**src/rtl/spi_rx_sync.sv**
```systemverilog
// ---------------------------------------------------------------------------
// spi_rx_sync
//
// SPI slave receiver that runs entirely on the system clock. The SPI pins are
// treated as asynchronous inputs and oversampled through a synchroniser chain.
// The block then finds the sample edge of SCLK, shifts serial data into a
// word, and hands each completed word to the consumer through a valid/ready
// holding register.
//
// It supports all four CPOL/CPHA modes, MSB- or LSB-first bit order, and
// back-to-back words inside one chip-select frame.
//
// Parameters
//   WIDTH        bits per word (2..32)
//   CPOL         SCLK idle level
//   CPHA         0: sample on leading edge, 1: sample on trailing edge
//   LSB_FIRST    0: MSB first, 1: LSB first
//   SYNC_STAGES  synchroniser depth on sclk/cs/mosi (>= 2)
//
// Ports
//   clk        in   system clock; SCLK must be <= clk/4 (clk/8 with filter)
//   rst        in   asynchronous active-high reset
//   sclk       in   SPI clock (asynchronous)
//   cs         in   chip select, active low (asynchronous)
//   mosi       in   serial data in (asynchronous)
//   rx_data    out  received word, stable while rx_valid is high
//   rx_valid   out  a word is waiting in the holding register
//   rx_ready   in   consumer takes the word when rx_valid && rx_ready
//   overrun    out  one-cycle pulse: a completed word was dropped
//   frame_err  out  one-cycle pulse: cs rose with a partial word
//
// Build option
//   SPI_RX_DEGLITCH_EN  when defined, adds a 3-sample majority filter on the
//                       synchronised sclk and cs. This rejects single-clock
//                       glitches and adds 2 clocks of latency. mosi is delayed
//                       by the same amount so that it stays aligned with sclk.
//                       With the filter, SCLK must be <= clk/8.
// ---------------------------------------------------------------------------
module spi_rx_sync #(
   parameter int WIDTH       = 8,
   parameter int CPOL        = 0,
   parameter int CPHA        = 0,
   parameter int LSB_FIRST   = 0,
   parameter int SYNC_STAGES = 2
) (
   input  logic             clk,
   input  logic             rst,
   input  logic             sclk,
   input  logic             cs,
   input  logic             mosi,
   output logic [WIDTH-1:0] rx_data,
   output logic             rx_valid,
   input  logic             rx_ready,
   output logic             overrun,
   output logic             frame_err
);

   localparam int CNT_W = $clog2(WIDTH);
   localparam logic [CNT_W-1:0] LAST_CNT = CNT_W'(WIDTH - 1);

   localparam logic SCLK_IDLE = (CPOL != 0);

   // Sampling happens on the rising edge when CPOL and CPHA agree,
   // and on the falling edge otherwise.
   localparam logic SAMPLE_RISE = ((CPOL != 0) == (CPHA != 0));

   localparam logic [0:0] ST_IDLE   = 1'b0;
   localparam logic [0:0] ST_ACTIVE = 1'b1;

   // ------------------------------------------------------------------
   // Input synchronisers
   // ------------------------------------------------------------------
   logic [SYNC_STAGES-1:0] sclk_sync_q, sclk_sync_d;
   logic [SYNC_STAGES-1:0] cs_sync_q,   cs_sync_d;
   logic [SYNC_STAGES-1:0] mosi_sync_q, mosi_sync_d;

   logic sclk_meta;
   logic cs_meta;
   logic mosi_meta;

   // Signals seen by the receiver after optional filtering.
   logic sclk_s;
   logic cs_s;
   logic mosi_s;

   // Each chain shifts toward its MSB, and the MSB is the synchronised value.
   always_comb begin
      sclk_sync_d = {sclk_sync_q[SYNC_STAGES-2:0], sclk};
      cs_sync_d   = {cs_sync_q[SYNC_STAGES-2:0],   cs};
      mosi_sync_d = {mosi_sync_q[SYNC_STAGES-2:0], mosi};
   end

   // Reset presets the chains to the idle bus state: sclk at its idle level
   // and cs deasserted. This means that leaving reset never looks like an
   // edge or the start of a frame.
   always_ff @(posedge clk or posedge rst) begin
      if (rst) begin
         sclk_sync_q <= {SYNC_STAGES{SCLK_IDLE}};
         cs_sync_q   <= {SYNC_STAGES{1'b1}};
         mosi_sync_q <= '0;
      end else begin
         sclk_sync_q <= sclk_sync_d;
         cs_sync_q   <= cs_sync_d;
         mosi_sync_q <= mosi_sync_d;
      end
   end

   assign sclk_meta = sclk_sync_q[SYNC_STAGES-1];
   assign cs_meta   = cs_sync_q[SYNC_STAGES-1];
   assign mosi_meta = mosi_sync_q[SYNC_STAGES-1];

`ifdef SPI_RX_DEGLITCH_EN
   // ------------------------------------------------------------------
   // Majority deglitch filter
   // ------------------------------------------------------------------
   logic [1:0] sclk_hist_q, sclk_hist_d;
   logic [1:0] cs_hist_q,   cs_hist_d;
   logic       sclk_filt_q, sclk_filt_d;
   logic       cs_filt_q,   cs_filt_d;
   logic [1:0] mosi_dly_q,  mosi_dly_d;

   // The vote uses the current sample plus the two before it. Its result is
   // registered, so a clean step reaches the output 2 clocks later, while a
   // pulse that lasts one clock never wins the vote.
   always_comb begin
      sclk_hist_d = {sclk_hist_q[0], sclk_meta};
      cs_hist_d   = {cs_hist_q[0],   cs_meta};
      sclk_filt_d = (sclk_meta & sclk_hist_q[0]) | (sclk_meta & sclk_hist_q[1]) |
                    (sclk_hist_q[0] & sclk_hist_q[1]);
      cs_filt_d   = (cs_meta & cs_hist_q[0]) | (cs_meta & cs_hist_q[1]) |
                    (cs_hist_q[0] & cs_hist_q[1]);
      mosi_dly_d  = {mosi_dly_q[0], mosi_meta};
   end

   // mosi is not filtered. It only needs the same 2-clock delay so that
   // the bit sampled on an sclk edge is the bit that belongs to that edge.
   always_ff @(posedge clk or posedge rst) begin
      if (rst) begin
         sclk_hist_q <= {2{SCLK_IDLE}};
         cs_hist_q   <= 2'b11;
         sclk_filt_q <= SCLK_IDLE;
         cs_filt_q   <= 1'b1;
         mosi_dly_q  <= 2'b00;
      end else begin
         sclk_hist_q <= sclk_hist_d;
         cs_hist_q   <= cs_hist_d;
         sclk_filt_q <= sclk_filt_d;
         cs_filt_q   <= cs_filt_d;
         mosi_dly_q  <= mosi_dly_d;
      end
   end

   assign sclk_s = sclk_filt_q;
   assign cs_s   = cs_filt_q;
   assign mosi_s = mosi_dly_q[1];
`else
   assign sclk_s = sclk_meta;
   assign cs_s   = cs_meta;
   assign mosi_s = mosi_meta;
`endif

   // ------------------------------------------------------------------
   // Receiver state
   // ------------------------------------------------------------------
   logic             sclk_prev_q, sclk_prev_d;
   logic [0:0]       state_q,     state_d;
   logic [CNT_W-1:0] bit_cnt_q,   bit_cnt_d;
   logic [WIDTH-1:0] shift_q,     shift_d;
   logic [WIDTH-1:0] rx_data_q,   rx_data_d;
   logic             rx_valid_q,  rx_valid_d;
   logic             overrun_q,   overrun_d;
   logic             frame_err_q, frame_err_d;

   logic             sample_edge;
   logic             cs_rise;
   logic             word_done;
   logic             load_word;
   logic [WIDTH-1:0] shift_next;

   // Edge detection and chip-select tracking.
   //
   // state_q holds the previous cs_s level. A cs rise is therefore
   // "ACTIVE last cycle, cs_s high now".
   //
   // Shifting requires cs_s low in the current cycle. Because of that, a
   // sample edge that arrives together with a cs rise is ignored
   // automatically.
   always_comb begin
      sclk_prev_d = sclk_s;
      state_d     = cs_s ? ST_IDLE : ST_ACTIVE;
      sample_edge = SAMPLE_RISE ? (sclk_s & ~sclk_prev_q) : (~sclk_s & sclk_prev_q);
      cs_rise     = (state_q == ST_ACTIVE) && cs_s;
   end

   // Shift path and bit counter.
   //
   // The completed word is taken from shift_next, which is the register
   // after this edge's bit has been added. This lets the holding register
   // load in the same cycle that the last bit arrives.
   always_comb begin
      if (LSB_FIRST != 0) begin
         shift_next = {mosi_s, shift_q[WIDTH-1:1]};
      end else begin
         shift_next = {shift_q[WIDTH-2:0], mosi_s};
      end

      word_done = !cs_s && sample_edge && (bit_cnt_q == LAST_CNT);
      bit_cnt_d = bit_cnt_q;
      shift_d   = shift_q;

      if (cs_s) begin
         bit_cnt_d = '0;
         shift_d   = '0;
      end else if (sample_edge) begin
         if (bit_cnt_q == LAST_CNT) begin
            bit_cnt_d = '0;
            shift_d   = '0;
         end else begin
            bit_cnt_d = bit_cnt_q + CNT_W'(1);
            shift_d   = shift_next;
         end
      end
   end

   // Holding register and status pulses.
   //
   // A new word may load when the register is empty, or when the consumer
   // is taking the current word in the same cycle. In that case rx_valid
   // stays high and only rx_data changes.
   //
   // If the register is full and not being drained, the new word is
   // dropped and overrun is flagged. cs activity has no effect here, so a
   // pending word survives the end of its frame.
   always_comb begin
      load_word   = word_done && (!rx_valid_q || rx_ready);
      overrun_d   = word_done && rx_valid_q && !rx_ready;
      frame_err_d = cs_rise && (bit_cnt_q != '0);
      rx_data_d   = rx_data_q;
      rx_valid_d  = rx_valid_q;

      if (load_word) begin
         rx_data_d  = shift_next;
         rx_valid_d = 1'b1;
      end else if (rx_valid_q && rx_ready) begin
         rx_valid_d = 1'b0;
      end
   end

   // Registers for the receiver.
   //
   // Reset clears any partial word and any held word. It never produces a
   // status pulse.
   always_ff @(posedge clk or posedge rst) begin
      if (rst) begin
         sclk_prev_q <= SCLK_IDLE;
         state_q     <= ST_IDLE;
         bit_cnt_q   <= '0;
         shift_q     <= '0;
         rx_data_q   <= '0;
         rx_valid_q  <= 1'b0;
         overrun_q   <= 1'b0;
         frame_err_q <= 1'b0;
      end else begin
         sclk_prev_q <= sclk_prev_d;
         state_q     <= state_d;
         bit_cnt_q   <= bit_cnt_d;
         shift_q     <= shift_d;
         rx_data_q   <= rx_data_d;
         rx_valid_q  <= rx_valid_d;
         overrun_q   <= overrun_d;
         frame_err_q <= frame_err_d;
      end
   end

   assign rx_data   = rx_data_q;
   assign rx_valid  = rx_valid_q;
   assign overrun   = overrun_q;
   assign frame_err = frame_err_q;

endmodule

```
**config.mk**
```make
export PLATFORM = sky130hd
export DESIGN_NAME = spi_rx_sync
export DESIGN_NICKNAME = d
export VERILOG_FILES = /design/src/rtl/spi_rx_sync.sv
export SDC_FILE = /design/constraint.sdc
export NUM_CORES = 1
export LEC_CHECK = 0
export CAP_MARGIN = 30
export CORE_UTILIZATION = 40
export DETAILED_ROUTE_END_ITERATION = 8
export PLACE_DENSITY = 0.67
export SYNTH_ARGS = -nofsm -noshare
export SYNTH_HDL_FRONTEND = slang
export SYNTH_SLANG_ARGS = --single-unit
```
**constraint.sdc**
```tcl
create_clock -name clk -period 2.7 [get_ports clk]
set_input_delay 0.27 -clock clk [delete_from_list [all_inputs] [get_ports clk]]
set_output_delay 0.27 -clock clk [all_outputs]
set_load 0.01 [all_outputs]
```
======== Yosys cells after proc, flatten, opt, wreduce, memory -nomap -nowiden ========
Cells that the tools add are included.
operators by class
  eq/ne operators ......................... 1
  reductions and logical operators ........ 15
  bitwise logic cells ..................... 2
  add/sub/neg operators ................... 1
  multiplexer cells ....................... 9
operator list
  operator                                                       number
  7-bit 2-to-1 mux                                               3
  3-bit 2-to-1 mux                                               3
  1-bit logical AND                                              8
  2-bit nonzero test                                             2
  3-bit by 1-bit adder with 3-bit output, second input constant  1
  3-bit equality test, second input constant                     1
  1-bit logical NOT                                              3
  1-bit 2-to-1 mux                                               3
  3-bit nonzero test                                             1
  1-bit bitwise AND                                              1
  1-bit logical OR                                               1
  1-bit NOT                                                      1
word-level totals
  word-level logic and storage cells ...... 39
  bits of input ports ..................... 6
  bits in registers ....................... 29
  output and inout bits ................... 11

======== Longest topological paths before layout ========
Gate-level depths: netlist of run 1.
  word-level depth ........................ 6
  depth in mapped cells ................... 4
  depth with buffers taken out ............ 4

======== Worst setup path before layout of run 1 ========
No wires, ideal clock.
  path type ............................... flip-flop to flip-flop
  start ................................... register bit_cnt_q[0]
  end ..................................... register rx_data_q[0], in the netlist rx_data[0]
  clock period less this slack ............ 1.430 ns
  arrival ................................. 1.305 ns
  setup slack ............................. 1.270 ns
  cell stages (with the launch flop) ...... 5
  setup time .............................. 0.125 ns
  data required time ...................... 2.575 ns
  path buffers ............................ 0
  cell sequence ........................... dfrtp_1 > ha_1 > ha_1 > nand4_4 > mux2_2
between the ends
  cells in the longest elaborated chain, start to end .. 3
RTL lines
  what                    line  text
  start, declared         167   logic [CNT_W-1:0] bit_cnt_q, bit_cnt_d;
  start signal, assigned  266   bit_cnt_q <= bit_cnt_d;
  3-bit equality test     207   word_done = !cs_s && sample_edge && (bit_cnt_q == LAST_CNT);
  1-bit logical AND       207
  1-bit logical AND       235   load_word = word_done && (!rx_valid_q || rx_ready);
  end signal, assigned    268   rx_data_q <= rx_data_d;
  end, declared           169   logic [WIDTH-1:0] rx_data_q, rx_data_d;
No other way between the ends.
A chain may end at the register's enable or synchronous reset.

======== Worst setup path in the final report of run 1 ========
  start ................................... register bit_cnt_q[0]
  end ..................................... register rx_data_q[4], in the netlist rx_data[4]
Same word-level chain as after synthesis.

==> results of run 1 <==
[cell usage in the layout, fill, tap and decap left out]
master,instances
nand3_1,1
nand4_4,1
clkdlybuf4s50_1,16
ha_1,3
mux2_2,8
a21oi_1,11
nand3b_1,7
dfstp_2,2
nand2b_1,1
or2b_1,1
nand2_1,15
inv_1,5
clkinvlp_4,1
clkinv_2,2
dfrtp_1,27
clkbuf_4,5
nor2_1,1
nor2b_4,1
buf_4,1
[cells in the mapped netlist]
| master | number |
|---|---|
| nand3_1 | 1 |
| or2b_1 | 1 |
| nor2_1 | 1 |
| a21oi_1 | 11 |
| clkbuf_1 | 1 |
| inv_1 | 5 |
| nand3b_1 | 7 |
| mux2_2 | 8 |
| nand2b_1 | 1 |
| dfstp_2 | 2 |
| buf_2 | 2 |
| nand2_1 | 15 |
| nand4_4 | 1 |
| nor2b_4 | 1 |
| ha_1 | 3 |
| dfrtp_1 | 27 |
[worst min-delay path: stages]
cell,delay (ns)
clkdlybuf4s50_1,0.39
inv_1,0.05
buf_4,0.32
[where the power goes]
group / switching, mW / leakage, nW / internal (mW)
logic: 0.0180 / 0.201 / 0.0132
clock network: 0.149 / 0.0310 / 0.0978
registers: 0.00720 / 0.383 / 0.444
[routing by layer]
layer  wire (um)  vias up  global-route usage (%)  share of wire, %
met2         830       13                    22.9                48
met3         107        7                    8.89               6.1
met5           0        -                       0                 0
met1         762      331                    19.0                44
li1            -      327                       -                 -
met4          46        0                    8.97               2.6
[kinds of logic after synthesis]
group / synth area share (%)
buf+inv: 2.93
simple gates: 15.0
compound gates: 4.96
mux: 8.12
fa+ha+maj: 3.38
flops: 65.6
[path summary, 6_finish.rpt]
path / from / slack (ns) / end
max: bit_cnt_q[0] / 1.11 / rx_data[4]
min: rst / 0.29 / rx_data[6]
max reg2reg: bit_cnt_q[0] / 1.11 / rx_data[4]
min reg2reg: sclk_sync_q[0] / 0.35 / sclk_sync_q[1]
max in group asynchronous: rst / 2.11 / cs_sync_q[1]
min in group clk: cs / 0.34 / cs_sync_q[0]
[state kept, by name, summed over array words and instances (netlist names), 2 cells and up]
name         flops
cs_sync_q        2
bit_cnt_q        3
shift_q          7
mosi_sync_q      2
rx_data          8
sclk_sync_q      2
[cell type report]
cell class / count / share of cell area, %
timing repair buffer: 17 / 12.4
multi-input combinational: 50 / 25.7
inverter: 5 / 1.38
sequential: 29 / 53.7
clock buffer: 5 / 2.77
tap: 30 / 2.77
clock inverter: 3 / 1.29
[per-stage QoR]
step | cell area [um2] | setup WS (ns) | utilization [%] | hold WS [ns] | std cells
finish | 1360 | 1.11 | 53.3 | 0.288 | 139
global route | 1360 | 0.999 | 53.3 | 0.316 | 139
CTS | 1360 | 1.11 | 53.3 | 0.293 | 139
detailed placement | 1300 | 1.10 | 51.1 | 0.341 | 131
global placement | 1300 | 1.13 | 51.1 | 0.334 | 131
floorplan | 1110 | 1.27 | - | 0.274 | 87
==> out/metrics.yaml, run 1 <==
cts_resized: 0
viasPerCell: 4.88
cts.path.max_buffers: 2
gp_congestion: 0.703
wl_um: 1750
drt_iter0_markers: 8
die_w_um: 54.7
fin_skew_ns: 0.0122
pwr_density_cell_nw_per_um2: 538
ios: 17
ant_nets: 0
ff2ff_path_depth: 4
fin_crit_sh_pct: 58.8
netlist.top_cell.by_area: "dfrtp_1"
dr.pass1.iters: 4
total_power_uw: 730
rsz0062_at_grt: "no"
grt_pass1_wl_um: 3130
fill_cells: 238
critPathTopFamily: "adder cells"
place_hpwl_um: 1220
die_h_um: 54.7
htreeDepth: 2
yosysTopAreaCellShare_pct: 60.9
critPathRequiredTime_ns: 2.91
cp_slowest_cell: "dfrtp_1"
syn-num-nets: 96
status: "finished, final reports clean"
cts_tree: "built"
cts_hold_buf: 0
initial_core_util_pct: 43.6
synthesis.area_um2: 1110
period_minus_slack_ns: 1.59
cp_max_fo: 9
finalSetupTns_ns: 0
core_area_um2: 2540
worstSetupEndpointType: "register"
worstMarginPinSlew_ns: 0.346
nets: 117
vias: 678
clock_sinks: 29
overflow: 0
drc: 0
ctsRootBufferMaster: "clkbuf_4"
wl_per_cell_um: 12.6
ys_types: 16
track_usage_pct: 16.1
multiInputGateArea_um2: 349
power.leakage_nw: 0.615
post_cts_buffers: 0
synth_area_leaders: "dfrtp_1 (61%), mux2_2 (8.1%), nand2_1 (5.1%), a21oi_1 (5.0%), dfstp_2 (4.7%)"
slew_violations: 0
regArea_um2: 728
synth.avg_cell_area_um2: 12.8
critPathKind: "reg -> reg"
clk_pin_slew_ns: 0.10
cp_num_buf_inv: 0
worstSetupStartpointType: "register"
crit_chain: "ha_1 -> ha_1 -> nand4_4 -> mux2_2"
antenna_found_initial: 0
relSlewSlack_pct: 77.0
ys_warn_count: 0
final-setup-viol-count: 0
dieArea_um2: 2990
rows: 18
cp_common_cell: "ha_1"
drive_above_1_share_pct: 19.3
crit_cells: 4
grt_pass1_vias: 677
clk-insertion-delay-late_ns: 0.33
peakVddDrop_mv: 0.364
final_hold_viol_count: 0
syn_to_final_growth_pct: 22.2
port_buffers: 16
maxCapViolCount: 0
ys_seq_area_share_pct: 65.6
ys_ff_latch: 29
fmax_mhz: 630
hold_path.class: "in -> async"
grt_max_degree: 30
worstPathArrival_ns: 1.80
slowest_delay_ns: 0.41
antenna-diode-count: 0
numCtsBuffers: 5
syn_inst: 87
(Power assumes the default switching activity.)
==> run 2, diff against run 1 <==
==> constraint.sdc (replaced) <==
create_clock -name clk -period 1.5 [get_ports clk]
set_input_delay 0.15 -clock clk [delete_from_list [all_inputs] [get_ports clk]]
set_output_delay 0.15 -clock clk [all_outputs]
set_load 0.01 [all_outputs]
==> run 2 against run 1 <==
Net effect: combinational power up 110%; maximum frequency grew 13%; global-route usage grew 0.54 points; cell count up 1.4%; critical endpoint is now rx_data[7]; largest cell class unchanged.
==> out/metrics.yaml, run 2 (synthesized netlist as in run 1, its figures left out) <==
rsz0062_at_grt: "no"  # unchanged
worstMarginPinSlew_ns: 0.351  # was 0.346 ns
critPathRequiredTime_ns: 1.71  # was 2.91 ns
mostFrequentLayoutCells: "dfrtp_1 (27), clkdlybuf4s50_1 (16), nand2_1 (15)"  # unchanged
largest_register_ffs: 8  # unchanged
vias: 700  # was 678
numCtsBuffers: 5  # unchanged
post_cts_buffers: 0  # unchanged
cp_max_fo: 8  # was 9
period_minus_slack_ns: 1.41  # was 1.59 ns
fin_crit_sh_pct: 93.9  # was 58.8%
dr.pass1.iters: 4  # unchanged
initial_core_util_pct: 43.6  # unchanged
switching_share_pct: 21.6  # was 23.9%
clk_pin_slew_ns: 0.08  # was 0.10 ns
p_seq_share_pct: 60.5  # was 61.9%
wl_um: 1870  # was 1750 um
die_w_um: 54.7  # unchanged
peakVddDrop_mv: 0.662  # was 0.364 mV
dieArea_um2: 2990  # unchanged
cts.path.max_buffers: 2  # unchanged
slew_violations: 0  # unchanged
gp_congestion: 0.702  # was 0.703
worstSetupEndpointType: "register"  # unchanged
antenna-diode-count: 0  # unchanged
dpl.cell_count: 134  # was 131
die_h_um: 54.7  # unchanged
syn_to_final_growth_pct: 24.5  # was 22.2%
worstPathArrival_ns: 1.61  # was 1.80 ns
core_area_um2: 2540  # unchanged
ios: 17  # unchanged
worstSetupStartpointType: "register"  # unchanged
clkPwrFrac_pct: 34.5  # was 33.9%
p_comb_share_pct: 5.0  # was 4.3%
cts_tree: "built"  # unchanged
drive_above_1_share_pct: 20.7  # was 19.3%
dpl_cell_area_um2: 1320  # was 1300 um2
drt_iter0_markers: 6  # was 8
maxCapViolCount: 0  # unchanged
final-setup-viol-count: 0  # unchanged
critPathKind: "reg -> reg"  # unchanged
final_common_cell: "dfrtp_1"  # unchanged
hold_path.class: "in -> async"  # unchanged
place_hpwl_um: 1300  # was 1220 um
finalSetupTns_ns: 0  # unchanged
nets: 120  # was 117
port_buffers: 16  # unchanged
rows: 18  # unchanged
pwr_density_cell_nw_per_um2: 967  # was 538 nW/um2
grt_pass1_vias: 704  # was 677
layout.cells.non_filler: 141  # was 139
track_usage_pct: 16.6  # was 16.1%
internal_power_mw: 1.05  # was 555 uW
fmax_mhz: 710  # was 630 MHz
overflow: 0  # unchanged
final_hold_viol_count: 0  # unchanged
ctsRootBufferMaster: "clkbuf_4"  # unchanged
fill_cells: 231  # was 238
fin_skew_ns: 0.00751  # was 0.0122 ns
clk-insertion-delay-late_ns: 0.32  # was 0.33 ns
antenna_found_initial: 0  # unchanged
relSlewSlack_pct: 76.6  # was 77.0%
p_sw_uw: 288  # was 174 uW
status: "finished, final reports clean"  # unchanged
grt_pass1_wl_um: 3190  # was 3130 um
drc: 0  # unchanged
final_cell_area_um2: 1380  # was 1360 um2
wl_per_cell_um: 13.3  # was 12.6 um
clock_sinks: 29  # unchanged
power.leakage_nw: 0.627  # was 0.615 nW
cts_hold_buf: 0  # unchanged
htreeDepth: 2  # unchanged
grt_max_degree: 30  # unchanged
ant_nets: 0  # unchanged
viasPerCell: 4.96  # was 4.88
run 2: final timing paths:
kind	startpoint	end	slack, ns	cells past startpoint
setup / recovery	bit_cnt_q[0]	rx_data[7]	0.09	4
hold / removal	rst	shift_q[5]	0.21	3
setup reg to reg	bit_cnt_q[0]	rx_data[7]	0.09	4
hold reg to reg	sclk_sync_q[0]	sclk_sync_q[1]	0.35	0
max in group asynchronous	rst	cs_sync_q[1]	0.98	3
min in group clk	cs	cs_sync_q[0]	0.25	1
run 2: critical path, stage by stage (launching register included):
cell and delay [ns]:
dfrtp_1 0.41, ha_1 0.21, ha_2 0.20, nand4_4 0.13, mux2_2 0.35
run 2: cell type report:
cell class | count | area (um2) | share of cell area [%]
Clock buffer | 7 | 55.1 | 3.99
Inverter | 5 | 18.8 | 1.36
Multi-Input combinational cell | 50 | 352 | 25.5
Sequential cell | 29 | 728 | 52.7
Tap cell | 30 | 37.5 | 2.72
Timing Repair Buffer | 20 | 190 | 13.8
run 2: power by group through the flow:
stage,registers (mW),clock network [mW],logic (mW)
global placement,0.823,0,0.0664
finish,0.808,0.461,0.0663
CTS,0.809,0.488,0.0686
detailed placement,0.824,0,0.0681
global route,0.811,0.510,0.0754
floorplan,0.822,0,0.0384
run 2: stage by stage:
step / util, % / hold WS (ns) / power, mW / setup WS, ns
4_1_cts: 54.2 / 0.205 / 1.36 / 0.0238
3_3_place_gp: 52.0 / 0.334 / 0.889 / 0.0503
3_5_place_dp: 52.0 / 0.340 / 0.892 / 0.00713
6_report: 54.3 / 0.206 / 1.34 / 0.0920
5_1_grt: 54.3 / 0.228 / 1.40 / 0.0223
2_1_floorplan: - / 0.154 / 0.860 / 0.0703
run 2: repair_timing:
item | 4_1_cts | 5_1_grt
gates resized for setup | 0 | 1
pin swaps | 1 | 0
endpoints found under the setup margin | 2 | 10
endpoints found under the hold margin | 0 | 0
run 2: routing by layer:
metal / global-route usage [%] / vias up / wire length (um)
li1: - / 337 / -
met1: 18.1 / 345 / 783
met2: 25.9 / 16 / 983
met3: 6.94 / 2 / 79
met4: 11.5 / 0 / 25
met5: 0 / - / 0
